File: src/rtl/ps2_pkg.sv
// Shared types and constants for the PS/2 key controller: frame FSM states,
// prefix and scan codes, direction encodings and the queued event record.
package ps2_pkg;

  typedef enum logic [1:0] {
    ST_IDLE   = 2'd0,
    ST_DATA   = 2'd1,
    ST_PARITY = 2'd2,
    ST_STOP   = 2'd3
  } frame_state_e;

  localparam logic [7:0] CODE_E0 = 8'hE0;
  localparam logic [7:0] CODE_F0 = 8'hF0;

  localparam logic [7:0] SC_UP    = 8'h75;
  localparam logic [7:0] SC_W     = 8'h1D;
  localparam logic [7:0] SC_LEFT  = 8'h6B;
  localparam logic [7:0] SC_A     = 8'h1C;
  localparam logic [7:0] SC_DOWN  = 8'h72;
  localparam logic [7:0] SC_S     = 8'h1B;
  localparam logic [7:0] SC_RIGHT = 8'h74;
  localparam logic [7:0] SC_D     = 8'h23;
  localparam logic [7:0] SC_SPACE = 8'h29;

  localparam logic [4:0] DIR_UP     = 5'b00010;
  localparam logic [4:0] DIR_LEFT   = 5'b00100;
  localparam logic [4:0] DIR_DOWN   = 5'b01000;
  localparam logic [4:0] DIR_RIGHT  = 5'b10000;
  localparam logic [4:0] DIR_ACTION = 5'b00111;

  typedef struct packed {
    logic [7:0] code;
    logic       ext;
    logic       brk;
  } ps2_event_t;

  localparam int EVENT_W = $bits(ps2_event_t);

  // Arrow keys and WASD share a direction; unknown codes keep the last one.
  function automatic logic [4:0] next_direcao(input logic [7:0] code, input logic [4:0] cur);
    case (code)
      SC_UP,    SC_W: next_direcao = DIR_UP;
      SC_LEFT,  SC_A: next_direcao = DIR_LEFT;
      SC_DOWN,  SC_S: next_direcao = DIR_DOWN;
      SC_RIGHT, SC_D: next_direcao = DIR_RIGHT;
      SC_SPACE:       next_direcao = DIR_ACTION;
      default:        next_direcao = cur;
    endcase
  endfunction

endpackage

File: src/rtl/ps2_event_fifo.sv
// Small event FIFO with combinational head; a push into a full FIFO is
// accepted only when a pop happens in the same cycle, else it is dropped.
module ps2_event_fifo #(
  parameter int WIDTH = 10,
  parameter int DEPTH = 4
) (
  input  logic             clock,
  input  logic             reset,
  input  logic             push,
  input  logic [WIDTH-1:0] push_data,
  input  logic             pop_ready,
  output logic             valid,
  output logic [WIDTH-1:0] head,
  output logic             overflow
);

  localparam int AW = $clog2(DEPTH);
  localparam int CW = AW + 1;

  logic [WIDTH-1:0] mem_q [DEPTH];
  logic [AW-1:0]    wr_ptr_q, wr_ptr_d;
  logic [AW-1:0]    rd_ptr_q, rd_ptr_d;
  logic [CW-1:0]    count_q, count_d;
  logic             overflow_q, overflow_d;
  logic             full, pop, accept;

  assign valid    = (count_q != '0);
  assign head     = valid ? mem_q[rd_ptr_q] : '0;
  assign overflow = overflow_q;

  always_comb begin
    full       = (count_q == CW'(DEPTH));
    pop        = valid && pop_ready;
    accept     = push && (!full || pop);
    wr_ptr_d   = accept ? wr_ptr_q + 1'b1 : wr_ptr_q;
    rd_ptr_d   = pop ? rd_ptr_q + 1'b1 : rd_ptr_q;
    count_d    = count_q;
    if (accept && !pop) begin
      count_d = count_q + 1'b1;
    end else if (!accept && pop) begin
      count_d = count_q - 1'b1;
    end
    overflow_d = push && !accept;
  end

  always_ff @(posedge clock or posedge reset) begin
    if (reset) begin
      wr_ptr_q   <= '0;
      rd_ptr_q   <= '0;
      count_q    <= '0;
      overflow_q <= 1'b0;
    end else begin
      wr_ptr_q   <= wr_ptr_d;
      rd_ptr_q   <= rd_ptr_d;
      count_q    <= count_d;
      overflow_q <= overflow_d;
    end
  end

  // Storage carries no reset so it can map onto distributed/block RAM.
  always_ff @(posedge clock) begin
    if (accept) begin
      mem_q[wr_ptr_q] <= push_data;
    end
  end

endmodule

File: src/rtl/ps2_key_controller.sv
// PS/2 keyboard receiver: synchronizes the bus, frames bytes, folds E0/F0
// prefixes into key events and queues them. Optional PS2_TIMEOUT_EN drops stale frames.
module ps2_key_controller
  import ps2_pkg::*;
#(
  parameter int TIMEOUT_CYCLES = 50000,
  parameter int FIFO_DEPTH     = 4
) (
  input  logic       clock,
  input  logic       reset,
  input  logic       ps2_clk,
  input  logic       ps2_data,
  output logic       ev_valid,
  input  logic       ev_ready,
  output logic [7:0] ev_code,
  output logic       ev_ext,
  output logic       ev_break,
  output logic [4:0] direcao,
  output logic       frame_err,
  output logic       overflow
);

  logic [1:0]   clk_sync_q, clk_sync_d;
  logic [1:0]   data_sync_q, data_sync_d;
  logic         clk_prev_q, clk_prev_d;
  frame_state_e state_q, state_d;
  logic [2:0]   bit_cnt_q, bit_cnt_d;
  logic [7:0]   shift_q, shift_d;
  logic         parity_q, parity_d;
  logic         ext_q, ext_d;
  logic         brk_q, brk_d;
  logic         push_q, push_d;
  ps2_event_t   push_ev_q, push_ev_d;
  logic         frame_err_q, frame_err_d;
  logic [4:0]   direcao_q, direcao_d;
  logic         fall, data_bit, timeout;
  logic [EVENT_W-1:0] head;
  ps2_event_t   head_ev;

  assign fall     = clk_prev_q && !clk_sync_q[1];
  assign data_bit = data_sync_q[1];

`ifdef PS2_TIMEOUT_EN
  localparam int TMO_W = $clog2(TIMEOUT_CYCLES + 1);
  logic [TMO_W-1:0] tmo_cnt_q, tmo_cnt_d;

  assign timeout   = !fall && (state_q != ST_IDLE) && (tmo_cnt_q == TMO_W'(TIMEOUT_CYCLES));
  assign tmo_cnt_d = (fall || state_q == ST_IDLE) ? '0 : tmo_cnt_q + 1'b1;

  always_ff @(posedge clock or posedge reset) begin
    if (reset) tmo_cnt_q <= '0;
    else       tmo_cnt_q <= tmo_cnt_d;
  end
`else
  logic unused_timeout_cfg;
  assign unused_timeout_cfg = ^TIMEOUT_CYCLES;
  assign timeout            = 1'b0;
`endif

  always_comb begin
    clk_sync_d  = {clk_sync_q[0], ps2_clk};
    data_sync_d = {data_sync_q[0], ps2_data};
    clk_prev_d  = clk_sync_q[1];
    state_d     = state_q;
    bit_cnt_d   = bit_cnt_q;
    shift_d     = shift_q;
    parity_d    = parity_q;
    ext_d       = ext_q;
    brk_d       = brk_q;
    push_d      = 1'b0;
    push_ev_d   = push_ev_q;
    frame_err_d = 1'b0;
    direcao_d   = direcao_q;

    // Direction follows releases as they are offered to the FIFO, even if dropped.
    if (push_q && push_ev_q.brk) begin
      direcao_d = next_direcao(push_ev_q.code, direcao_q);
    end

    if (timeout) begin
      state_d   = ST_IDLE;
      bit_cnt_d = '0;
      ext_d     = 1'b0;
      brk_d     = 1'b0;
    end else if (fall) begin
      case (state_q)
        ST_IDLE: begin
          if (!data_bit) begin
            state_d   = ST_DATA;
            bit_cnt_d = '0;
          end else begin
            frame_err_d = 1'b1;
          end
        end
        ST_DATA: begin
          shift_d   = {data_bit, shift_q[7:1]};
          bit_cnt_d = bit_cnt_q + 1'b1;
          if (bit_cnt_q == 3'd7) state_d = ST_PARITY;
        end
        ST_PARITY: begin
          parity_d = data_bit;
          state_d  = ST_STOP;
        end
        ST_STOP: begin
          state_d = ST_IDLE;
          if ((^{shift_q, parity_q}) && data_bit) begin
            if (shift_q == CODE_E0) begin
              ext_d = 1'b1;
            end else if (shift_q == CODE_F0) begin
              brk_d = 1'b1;
            end else begin
              push_d    = 1'b1;
              push_ev_d = '{code: shift_q, ext: ext_q, brk: brk_q};
              ext_d     = 1'b0;
              brk_d     = 1'b0;
            end
          end else begin
            frame_err_d = 1'b1;
          end
        end
        default: state_d = ST_IDLE;
      endcase
    end
  end

  always_ff @(posedge clock or posedge reset) begin
    if (reset) begin
      clk_sync_q  <= 2'b11;
      data_sync_q <= 2'b11;
      clk_prev_q  <= 1'b1;
      state_q     <= ST_IDLE;
      bit_cnt_q   <= '0;
      shift_q     <= '0;
      parity_q    <= 1'b0;
      ext_q       <= 1'b0;
      brk_q       <= 1'b0;
      push_q      <= 1'b0;
      push_ev_q   <= '0;
      frame_err_q <= 1'b0;
      direcao_q   <= '0;
    end else begin
      clk_sync_q  <= clk_sync_d;
      data_sync_q <= data_sync_d;
      clk_prev_q  <= clk_prev_d;
      state_q     <= state_d;
      bit_cnt_q   <= bit_cnt_d;
      shift_q     <= shift_d;
      parity_q    <= parity_d;
      ext_q       <= ext_d;
      brk_q       <= brk_d;
      push_q      <= push_d;
      push_ev_q   <= push_ev_d;
      frame_err_q <= frame_err_d;
      direcao_q   <= direcao_d;
    end
  end

  ps2_event_fifo #(
    .WIDTH(EVENT_W),
    .DEPTH(FIFO_DEPTH)
  ) u_fifo (
    .clock    (clock),
    .reset    (reset),
    .push     (push_q),
    .push_data(push_ev_q),
    .pop_ready(ev_ready),
    .valid    (ev_valid),
    .head     (head),
    .overflow (overflow)
  );

  assign head_ev   = head;
  assign ev_code   = head_ev.code;
  assign ev_ext    = head_ev.ext;
  assign ev_break  = head_ev.brk;
  assign direcao   = direcao_q;
  assign frame_err = frame_err_q;

endmodule

File: config.mk
export PLATFORM = sky130hd
export DESIGN_NAME = ps2_key_controller
export DESIGN_NICKNAME = d
export VERILOG_FILES = /design/src/rtl/ps2_pkg.sv /design/src/rtl/ps2_event_fifo.sv /design/src/rtl/ps2_key_controller.sv
export SDC_FILE = /design/constraint.sdc
export NUM_CORES = 1
export LEC_CHECK = 0
export CORE_MARGIN = 2
export CORE_UTILIZATION = 30
export CTS_BUF_LIST = sky130_fd_sc_hd__clkbuf_2 sky130_fd_sc_hd__clkbuf_4 sky130_fd_sc_hd__clkbuf_8
export CTS_CLUSTER_DIAMETER = 120
export CTS_CLUSTER_SIZE = 10
export DETAILED_ROUTE_END_ITERATION = 10
export GPL_TIMING_DRIVEN = 0
export PLACE_DENSITY = 0.45
export SLEW_MARGIN = 20
export SYNTH_ARGS = -nofsm -noshare
export SYNTH_HDL_FRONTEND = slang
export SYNTH_SLANG_ARGS = --single-unit
export TNS_END_PERCENT = 10
File: constraint.sdc
create_clock -name clock -period 3.9 [get_ports clock]
set_input_delay 0.39 -clock clock [delete_from_list [all_inputs] [get_ports clock]]
set_output_delay 0.39 -clock clock [all_outputs]
set_load 0.02 [all_outputs]
# Word-level counts from Yosys, hierarchy flattened
# Memories as Yosys holds them, arrays and structs flattened.
# Cells that the tools add are included.
[classes]
addsub = 5
n_mux = 23
n_eq_ne = 19
bitwise = 2
reduce_logical = 31
[ops]
columns = ["op", "n"]
rows = [
  ["== test 8 x 7 -> 1 bit (second input constant)", 4],
  ["one-hot mux 5 bit (5 select lines)", 1],
  ["== test 8 x 5 -> 1 bit (second input constant)", 3],
  ["== test 8 x 6 -> 1 bit (second input constant)", 2],
  ["== test 8 bit (second input constant)", 2],
  ["2-to-1 mux 1 bit", 13],
  ["2-to-1 mux 10 bit", 1],
  ["2-to-1 mux 3 bit", 3],
  ["parity 9 bit", 1],
  ["logical AND 1 bit", 8],
  ["one-hot mux 2 bit (4 select lines)", 1],
  ["AND reduction 4 bit", 2],
  ["OR reduction 2 bit", 4],
  ["adder 3 x 1 -> 3 bit (second input constant)", 2],
  ["== test 3 bit (second input constant)", 2],
  ["inequality test 2 bit (second input constant)", 3],
  ["one-hot mux 3 bit (2 select lines)", 1],
  ["AND reduction 2 bit", 3],
  ["AND reduction 3 bit", 2],
  ["AND reduction 5 bit", 1],
  ["nonzero test 5 bit", 1],
  ["adder 2 x 1 -> 2 bit (second input constant)", 2],
  ["== test 2 bit (second input constant)", 2],
  ["zero test 1 bit", 4],
  ["other kinds (9)", 12],
]
[totals]
n_memories = 1
ram_bits = 40
register_bits = 46
wordCells = 100
inputBits = 5
[memory_table]
columns = ["name", "words", "width", "rd", "rd_ports_with_merged_regs", "wr", "line_no", "source"]
rows = [
  ["u_fifo.mem_q", 4, 10, 1, 0, 1, "ps2_event_fifo.sv:20", "logic [WIDTH-1:0] mem_q [DEPTH];"],
]

# Logic depth before layout (Yosys ltp)
# Gate-level depths: netlist of run 1.
[depth]
word_depth = 8
mapped_depth = 9

# Cells and area by module
# From an unflattened synthesis of run 1, not the netlist that was laid out.
[hier_totals]
hier_cells = 257
hier_area_um2 = 3906.2
[modules_own_cells]
columns = ["mod", "instances", "cells_each", "area_each_um2", "seq_area_each_um2"]
rows = [
  ["ps2_event_fifo", 1, 101, 1975.6, 1401.3],
  ["ps2_key_controller", 1, 156, 1930.6, 957.2],
]

# Least setup slack after synthesis of run 1
# OpenSTA, ideal clock, no wires.
[synth_path]
path_kind = "reg2reg"
from = "register u_fifo.count_q[0]"
to = "register u_fifo.count_q[1]"
setup_ns = 0.125
required_time_ns = 3.775
path_slack_ns = 1.878
stages_incl_launch_ff = 8
synth_period_minus_slack_ns = 2.022
arrival_ns = 1.898
cell_sequence = "dfrtp_1 -> nor4b_1 -> nor2b_1 -> clkbuf_1 -> ha_1 -> inv_1 -> fa_1 -> mux2_2"
[synth_lines]
columns = ["item", "line_no", "source"]
rows = [
  ["start: declaration", "ps2_event_fifo.sv:23", "logic [CW-1:0] count_q, count_d;"],
  ["start signal: assignment", "ps2_event_fifo.sv:55", "count_q <= count_d;"],
  ["== test 3 bit / nonzero test 3 bit (equally long branches)", "ps2_event_fifo.sv:32, ps2_event_fifo.sv:27", ""],
  ["zero test 1 bit / logical AND 1 bit (equally long branches)", "ps2_event_fifo.sv:34, ps2_event_fifo.sv:33", ""],
  ["logical OR 1 bit *", "ps2_event_fifo.sv:34", "accept = push && (!full || pop);"],
  ["logical AND 1 bit *", "ps2_event_fifo.sv:34", ""],
  ["via u_fifo.accept", "ps2_event_fifo.sv:25", "logic full, pop, accept;"],
  ["logical AND 1 bit *", "ps2_event_fifo.sv:38", "if (accept && !pop) begin"],
  ["2-to-1 mux 3 bit *", "ps2_event_fifo.sv:38", ""],
  ["via u_fifo.count_d[1]", "ps2_event_fifo.sv:23", ""],
]
# The timed path passes the listed nets; every way through them passes the cells marked *. The select of a mux whose other input is x is not followed.
# A chain may end at the register's enable or synchronous reset.

# Worst setup path after layout of run 1
[layout_path]
from = "register u_fifo.rd_ptr_q[0]"
to = "output ev_code[4]"
[layout_between]
elab_chain_len = 2
[layout_lines]
columns = ["item", "line_no", "source"]
rows = [
  ["start: declaration", "ps2_event_fifo.sv:22", "logic [AW-1:0] rd_ptr_q, rd_ptr_d;"],
  ["start signal: assignment", "ps2_event_fifo.sv:54", "rd_ptr_q <= rd_ptr_d;"],
  ["memory read (4 x 10 bit)", "--", ""],
  ["2-to-1 mux 10 bit", "ps2_event_fifo.sv:28", "assign head = valid ? mem_q[rd_ptr_q] : '0;"],
  ["end: declaration", "ps2_key_controller.sv:15", "output logic [7:0] ev_code,"],
]
# No other way between the ends.

==> results.ini, run 1 <==
[global_route]
gr-total-overflow = 0
antenna_found_initial = 0
grt_usage_pct = 11.2
grt_pass1_vias = 2107
grt_start_max_net_pins = 28
grt_pass1_wl_um = 11200

[clocking]
path_clk_slew_ns = 0.09
clk-insertion-delay-late_ns = 0.36
clockBufferDepth = 2
holdBufCountCts = 0
post_cts_resized = 0
clk_root_buffer_cell = clkbuf_8
ctsHtreeMaxLevel = 3
cts_tree = yes
numCtsBuffers = 9
postCtsSetupRepairBufs = 0
clock-sinks = 86

[yosys]
synthCells = 252
synth_edf_count = 40
synth_top_area_cell = edfxtp_1
post_synth.cell_area_avg_um2 = 15.1
synth.top_cells.by_area = edfxtp_1 (32%), dfrtp_1 (27%), mux4_2 (5.9%)
ys.flop_type = dfrtp_1
syn_nets = 269
ys_warn_count = 0
synth_seq_area_share_pct = 62.1
synth_top_cell_area_share_pct = 31.6
yosys.cell_types.count = 46
ys_ff_latch = 86
netlist_area_um2 = 3800
async_flop_share_pct = 53.5

[worst_setup_path]
r2r_cells = 6
cp_max_fo = 10
regToRegStartpoint = push_ev_q[3]
worstPathArrival_ns = 2.40
reg2reg_slack_ns = 1.64
cpMaxStageDelayCell = mux4_2
start_kind = register
endpoint_kind = output pin
cp_data_required_time_ns = 3.51
slowest_delay_ns = 0.56
crit_type = reg2out
worstReg2RegEnd = direcao[0]
path_cells = buf_2 -> mux4_2 -> and2_1 -> clkdlybuf4s50_1

[sta]
setup_tns_ns = 0
period_needed_ns = 2.79
setup_violations = 0
slew_violations = 0
max_freq_mhz = 358
worstMarginPinSlew_ns = 0.652
holdWs_ns = 0.356
finalClockSkew_ns = 0.0113
hold_violations = 0
timing.slew.headroom_pct = 56.6
rsz0062_at_grt = no
min_period_over_period_pct = 71.6

[floorplanning]
core_um2 = 12500
initial_core_util_pct = 30.4
fp.dieH_um = 117
die-area_um2 = 13600
die_w_um = 117
placementRows = 41
ioPinCount = 23

[drt]
route.detailed.drc = 0
vias = 2052
wl_per_cell_um = 14.6
ant_nets = 0
vias_per_cell = 4.43
firstDrtPassIters = 4
drt_iter0_markers = 68
drt_wl_total_um = 6740

[layout]
finalNetCount = 303
syn_to_final_growth_pct = 16.7
antenna_cells = 0
final_layout_size_suffix_gt1_share_pct = 19.9

[worst_hold_path]
hp-class = in2async

[outcome]
outcome = finished clean

[placement]
dp_hpwl_um = 4540
port_buffers = 22
place.gp.congestion = 0.704

[pwr]
p_per_area_nw_per_um2 = 718
ir_worst_vdd_v = 0.000210
leakage_nw = 1.71

[flow_run]
maxCapViolCount = 0

## stage by stage
| step | std cells | total power [mW] | area (µm²) | util, % | worst slack [ns] |
|---|---|---|---|---|---|
| floorplan | 252 | 2.26 | 3800 | - | 1.88 |
| global placement | 446 | 2.64 | 4240 | 33.8 | 1.24 |
| detailed placement | 447 | 2.66 | 4260 | 34.0 | 1.26 |
| CTS | 463 | 3.25 | 4440 | 35.4 | 1.03 |
| global route | 463 | 3.42 | 4440 | 35.4 | 0.932 |
| finish | 463 | 3.18 | 4440 | 35.4 | 1.11 |
## layer usage
| layer | GRT usage [%] | up-vias | wire length [µm] |
|---|---|---|---|
| li1 | - | 1003 | - |
| met1 | 14.2 | 1015 | 3170 |
| met2 | 18.1 | 23 | 3260 |
| met4 | 5.41 | 0 | 125 |
| met5 | 0 | - | 0 |
| met3 | 2.85 | 11 | 186 |
## logic make-up (layout without fill, tap and decap cells)
group,count (synthesis),in the layout,share of synthesized area (%)
DFF,86,86,62.1
and+or+nand+nor,57,57,8.82
muxes,33,33,13.6
AOI/OAI and AO/OA,32,32,5.60
buffers and inverters,18,57,2.01
xor gates and xnor gates,14,14,3.79
adders and majority gates,12,12,4.15
## cell usage after synthesis (all sizes together), types with 3 or more instances
master	count
xor2	4
a31oi	4
mux2	21
ha	11
inv	11
dfstp	5
xnor2	9
dfrtp	41
edfxtp	40
nor2	3
nand3	5
a21oi	4
nand2	15
nor4b	3
clkbuf	5
mux4	10
and2	16
o21ai	10
## worst max-delay path: cells and delay by family, from the launching register on
family,cells,cell delay [ns]
flip-flops,1,0.42
AND/OR/NAND/NOR,1,0.17
multiplexers,1,0.56
buffers and inverters,2,0.90
## how the worst max path moves through the flow
stage / from / endpoint / cells after the start
floorplan: u_fifo.count_q[0] / u_fifo.count_q[1] / 7
global placement: ev_ready / u_fifo.count_q[1] / 8
detailed placement: ev_ready / u_fifo.count_q[1] / 8
CTS: u_fifo.rd_ptr_q[0] / ev_code[4] / 4
global route: u_fifo.rd_ptr_q[0] / ev_code[4] / 4
finish: u_fifo.rd_ptr_q[0] / ev_code[4] / 4
## state kept, by name (all words and copies together), names as in the netlist, 2 cells and up
name             count
bit_cnt_q            3
clk_sync_q           2
data_sync_q          2
direcao              5
push_ev_q           10
shift_q              8
state_q              2
u_fifo.count_q       3
u_fifo.mem_q        40
u_fifo.rd_ptr_q      2
u_fifo.wr_ptr_q      2
## cells in the final DEF (no fill, tap or decap), types with 3 or more instances in the layout
| cell | n |
|---|---|
| clkdlybuf4s50_1 | 22 |
| ha_1 | 11 |
| xnor2_1 | 8 |
| mux2_2 | 12 |
| clkbuf_1 | 5 |
| clkbuf_8 | 9 |
| edfxtp_1 | 40 |
| xor2_1 | 4 |
| mux4_2 | 10 |
| o21ai_0 | 10 |
| a21oi_1 | 4 |
| and2_1 | 16 |
| nor4b_1 | 3 |
| inv_1 | 10 |
| nor2_1 | 3 |
| a31oi_1 | 4 |
| dfrtp_1 | 41 |
| mux2_4 | 9 |
| nand3_1 | 4 |
| dfstp_2 | 5 |
| nand2_1 | 15 |
## layout make-up
class                   count  area [µm²]
multi-input cells         148        1370
flip-flops and latches     86        2360
well taps                 172         215
fillers                  1249        8080
plain buffers               7        35.0
repair buffers             23         240
clock buffers               9         124
clock inverters             7        56.3
inverters                  11        41.3
## power by group
group,leakage [nW],total (mW),internal (mW),switching [mW]
Clock,0.0858,0.578,0.239,0.339
Sequential,0.932,1.39,1.17,0.218
Combinational,0.694,1.22,0.650,0.572
(Power assumes the default switching activity.)
==> inputs of run 2 (changes only) <==
Settings changed: PLACE_DENSITY 0.45 to 0.47.
Clock period 3.9 ns to 2.4 ns, I/O delays scaled along.
==> run 2 against run 1 <==
Net effect:
- clock skew is essentially flat
- non-clock buffer count unchanged
- critical path type unchanged
- setup slack worse by 0.93 ns
- final cell count did not move
- via count rose by 1.4%
- utilization grew 0.31 points
- clock-buffer cell count up 1
- sequential cell count unchanged
==> results.ini, run 2 (synthesis gave the netlist of run 1 again) <==
[floorplanning]
initial_core_util_pct = 30.4  ; unchanged
placementRows = 41  ; unchanged
fp.dieH_um = 117  ; unchanged
ioPinCount = 23  ; unchanged
die_w_um = 117  ; unchanged
core_um2 = 12500  ; unchanged
die-area_um2 = 13600  ; unchanged

[global_route]
grt_usage_pct = 11.1  ; -0.17 points
antenna_found_initial = 0  ; unchanged
grt_pass1_wl_um = 11200  ; -0.18%
gr-total-overflow = 0  ; unchanged
grt_start_max_net_pins = 30  ; +7.1%
grt_pass1_vias = 2100  ; -0.33%

[drt]
route.detailed.drc = 0  ; unchanged
drt_iter0_markers = 90  ; +32%
ant_nets = 0  ; unchanged
vias_per_cell = 4.49  ; +1.4%
wl_per_cell_um = 14.2  ; -2.5%
vias = 2081  ; +1.4%
drt_wl_total_um = 6570  ; -2.5%
firstDrtPassIters = 4  ; unchanged

[placement]
port_buffers = 22  ; unchanged
place.gp.congestion = 0.718  ; +1.9%
pre_cts_slack_ns = -0.140  ; -1.40 ns
placed_area_um2 = 4260  ; unchanged
dp_hpwl_um = 4420  ; -2.6%

[outcome]
outcome = finished clean

[worst_setup_path]
start_kind = register
path_cells = buf_6 -> mux4_2 -> and2_1 -> dlygate4sd2_1
slowest_delay_ns = 0.52  ; -0.04 ns
cp_data_required_time_ns = 2.16  ; -1.35 ns
reg2reg_slack_ns = 0.22  ; -1.42 ns
startpoint = u_fifo.rd_ptr_q[0]
regToRegStartpoint = push_ev_q[3]
crit_type = reg2out
worstPathArrival_ns = 1.98  ; -0.42 ns
cp_max_fo = 10  ; unchanged
cpMaxStageDelayCell = mux4_2
endpoint_kind = output pin
r2r_cells = 6  ; unchanged
cp_top_family = multiplexers
cp.buffers_inverters = 2  ; unchanged
worstReg2RegEnd = direcao[0]

[layout]
syn_to_final_growth_pct = 17.7
multi_input_area_um2 = 1380  ; +0.92%
design_area_um2 = 4470  ; +0.87%
finalNetCount = 303  ; unchanged
top_register = u_fifo.mem_q
seqCellArea_um2 = 2360  ; about the same
fillers = 1224  ; -2.0%
largest_reg_flops = 40  ; unchanged
antenna_cells = 0  ; unchanged
final_layout_size_suffix_gt1_share_pct = 22.0  ; +2.1 points
layout_common_cells = dfrtp_1 (40), edfxtp_1 (40), and2_1 (16)
reg_top3 = u_fifo.mem_q: 40 flops, push_ev_q: 10 flops, shift_q: 8 flops

[clocking]
clk-insertion-delay-late_ns = 0.36  ; about the same
postCtsSetupRepairBufs = 0  ; unchanged
path_clk_slew_ns = 0.09  ; about the same
clk_root_buffer_cell = clkbuf_8
clockBufferDepth = 2  ; unchanged
clock-sinks = 86  ; unchanged
holdBufCountCts = 0  ; unchanged
cts_tree = yes
numCtsBuffers = 9  ; unchanged
ctsHtreeMaxLevel = 3  ; unchanged

[pwr]
p_per_area_nw_per_um2 = 1170  ; +62%
leakage_nw = 1.74  ; +1.8%
ir_worst_vdd_v = 0.000416  ; +98%

[sta]
period_needed_ns = 2.22
min_period_over_period_pct = 92.6
fin_ws_ns = 0.179  ; -0.928 ns
slew_violations = 0  ; unchanged
max_freq_mhz = 450
rsz0062_at_grt = no
setup_violations = 0  ; unchanged
worstMarginPinSlew_ns = 0.545  ; -0.106 ns
timing.slew.headroom_pct = 63.6  ; +7.1 points
finalClockSkew_ns = 0.0108  ; -0.000445 ns
hold_violations = 0  ; unchanged

[worst_hold_path]
hp-class = in2async

[flow_run]
maxCapViolCount = 0  ; unchanged

[run 2: changes by cell type in the layout (fill, tap and decap cells not counted), sizes merged]
cell,delta
inv,-2
clkdlybuf4s50,-9
clkinvlp,+1
dlygate4sd2,+8
clkbuf,+1
bufinv,+1
dlymetal6s2s,+1
clkinv,-1
[run 2: metrics by stage]
stage	setup TNS [ns]	hold slack, ns	total power, mW	cells	utilization (%)
after floorplan	0	0.244	3.67	252	-
after CTS	0	0.181	5.30	463	35.6
after global routing	0	0.214	5.62	463	35.7
after detailed placement	-0.178	0.348	4.30	447	34.0
after global placement	-0.112	0.346	4.28	446	33.8
final	0	0.187	5.22	463	35.7
[run 2: worst max path at each step]
stage | endpoint | slack [ns] | depth (start not counted)
final | ev_code[4] | 0.18 | 4
after global placement | u_fifo.count_q[1] | -0.11 | 8
after global routing | direcao[0] | 0.001 | 6
after detailed placement | u_fifo.count_q[1] | -0.14 | 8
after CTS | ev_code[0] | 0.01 | 4
after floorplan | u_fifo.count_q[1] | 0.38 | 7
[run 2: area by class of cell]
cell class | instances | area share (%)
timing repair buffer | 23 | 5.20
buffer | 7 | 1.03
multi-input combinational | 148 | 30.8
inverter | 11 | 0.923
clock inverter | 6 | 1.57
sequential | 86 | 52.7
tap | 172 | 4.81
clock buffer | 10 | 2.94
[run 2: report_power, final]
| part | switching, mW | internal (mW) | total, mW |
|---|---|---|---|
| Sequential | 0.357 | 1.90 | 2.26 |
| Clock | 0.535 | 0.498 | 1.03 |
| Combinational | 0.922 | 1.01 | 1.93 |
| Total | 1.81 | 3.41 | 5.22 |
[run 2: routing by layer]
layer  vias to the layer above  GRT usage [%]  wire, µm
li1                       1004              -         -
met4                         0           5.41       119
met3                         9           2.65       191
met1                      1039           14.2      3040
met5                         -              0         0
met2                        29           17.7      3210
[run 2: timing repair]
item | in CTS | in global routing
gates resized for setup | 14 | 3
endpoints found under the setup margin | 9 | 3
pin swaps | 0 | 0
endpoints found under the hold margin | 0 | 0
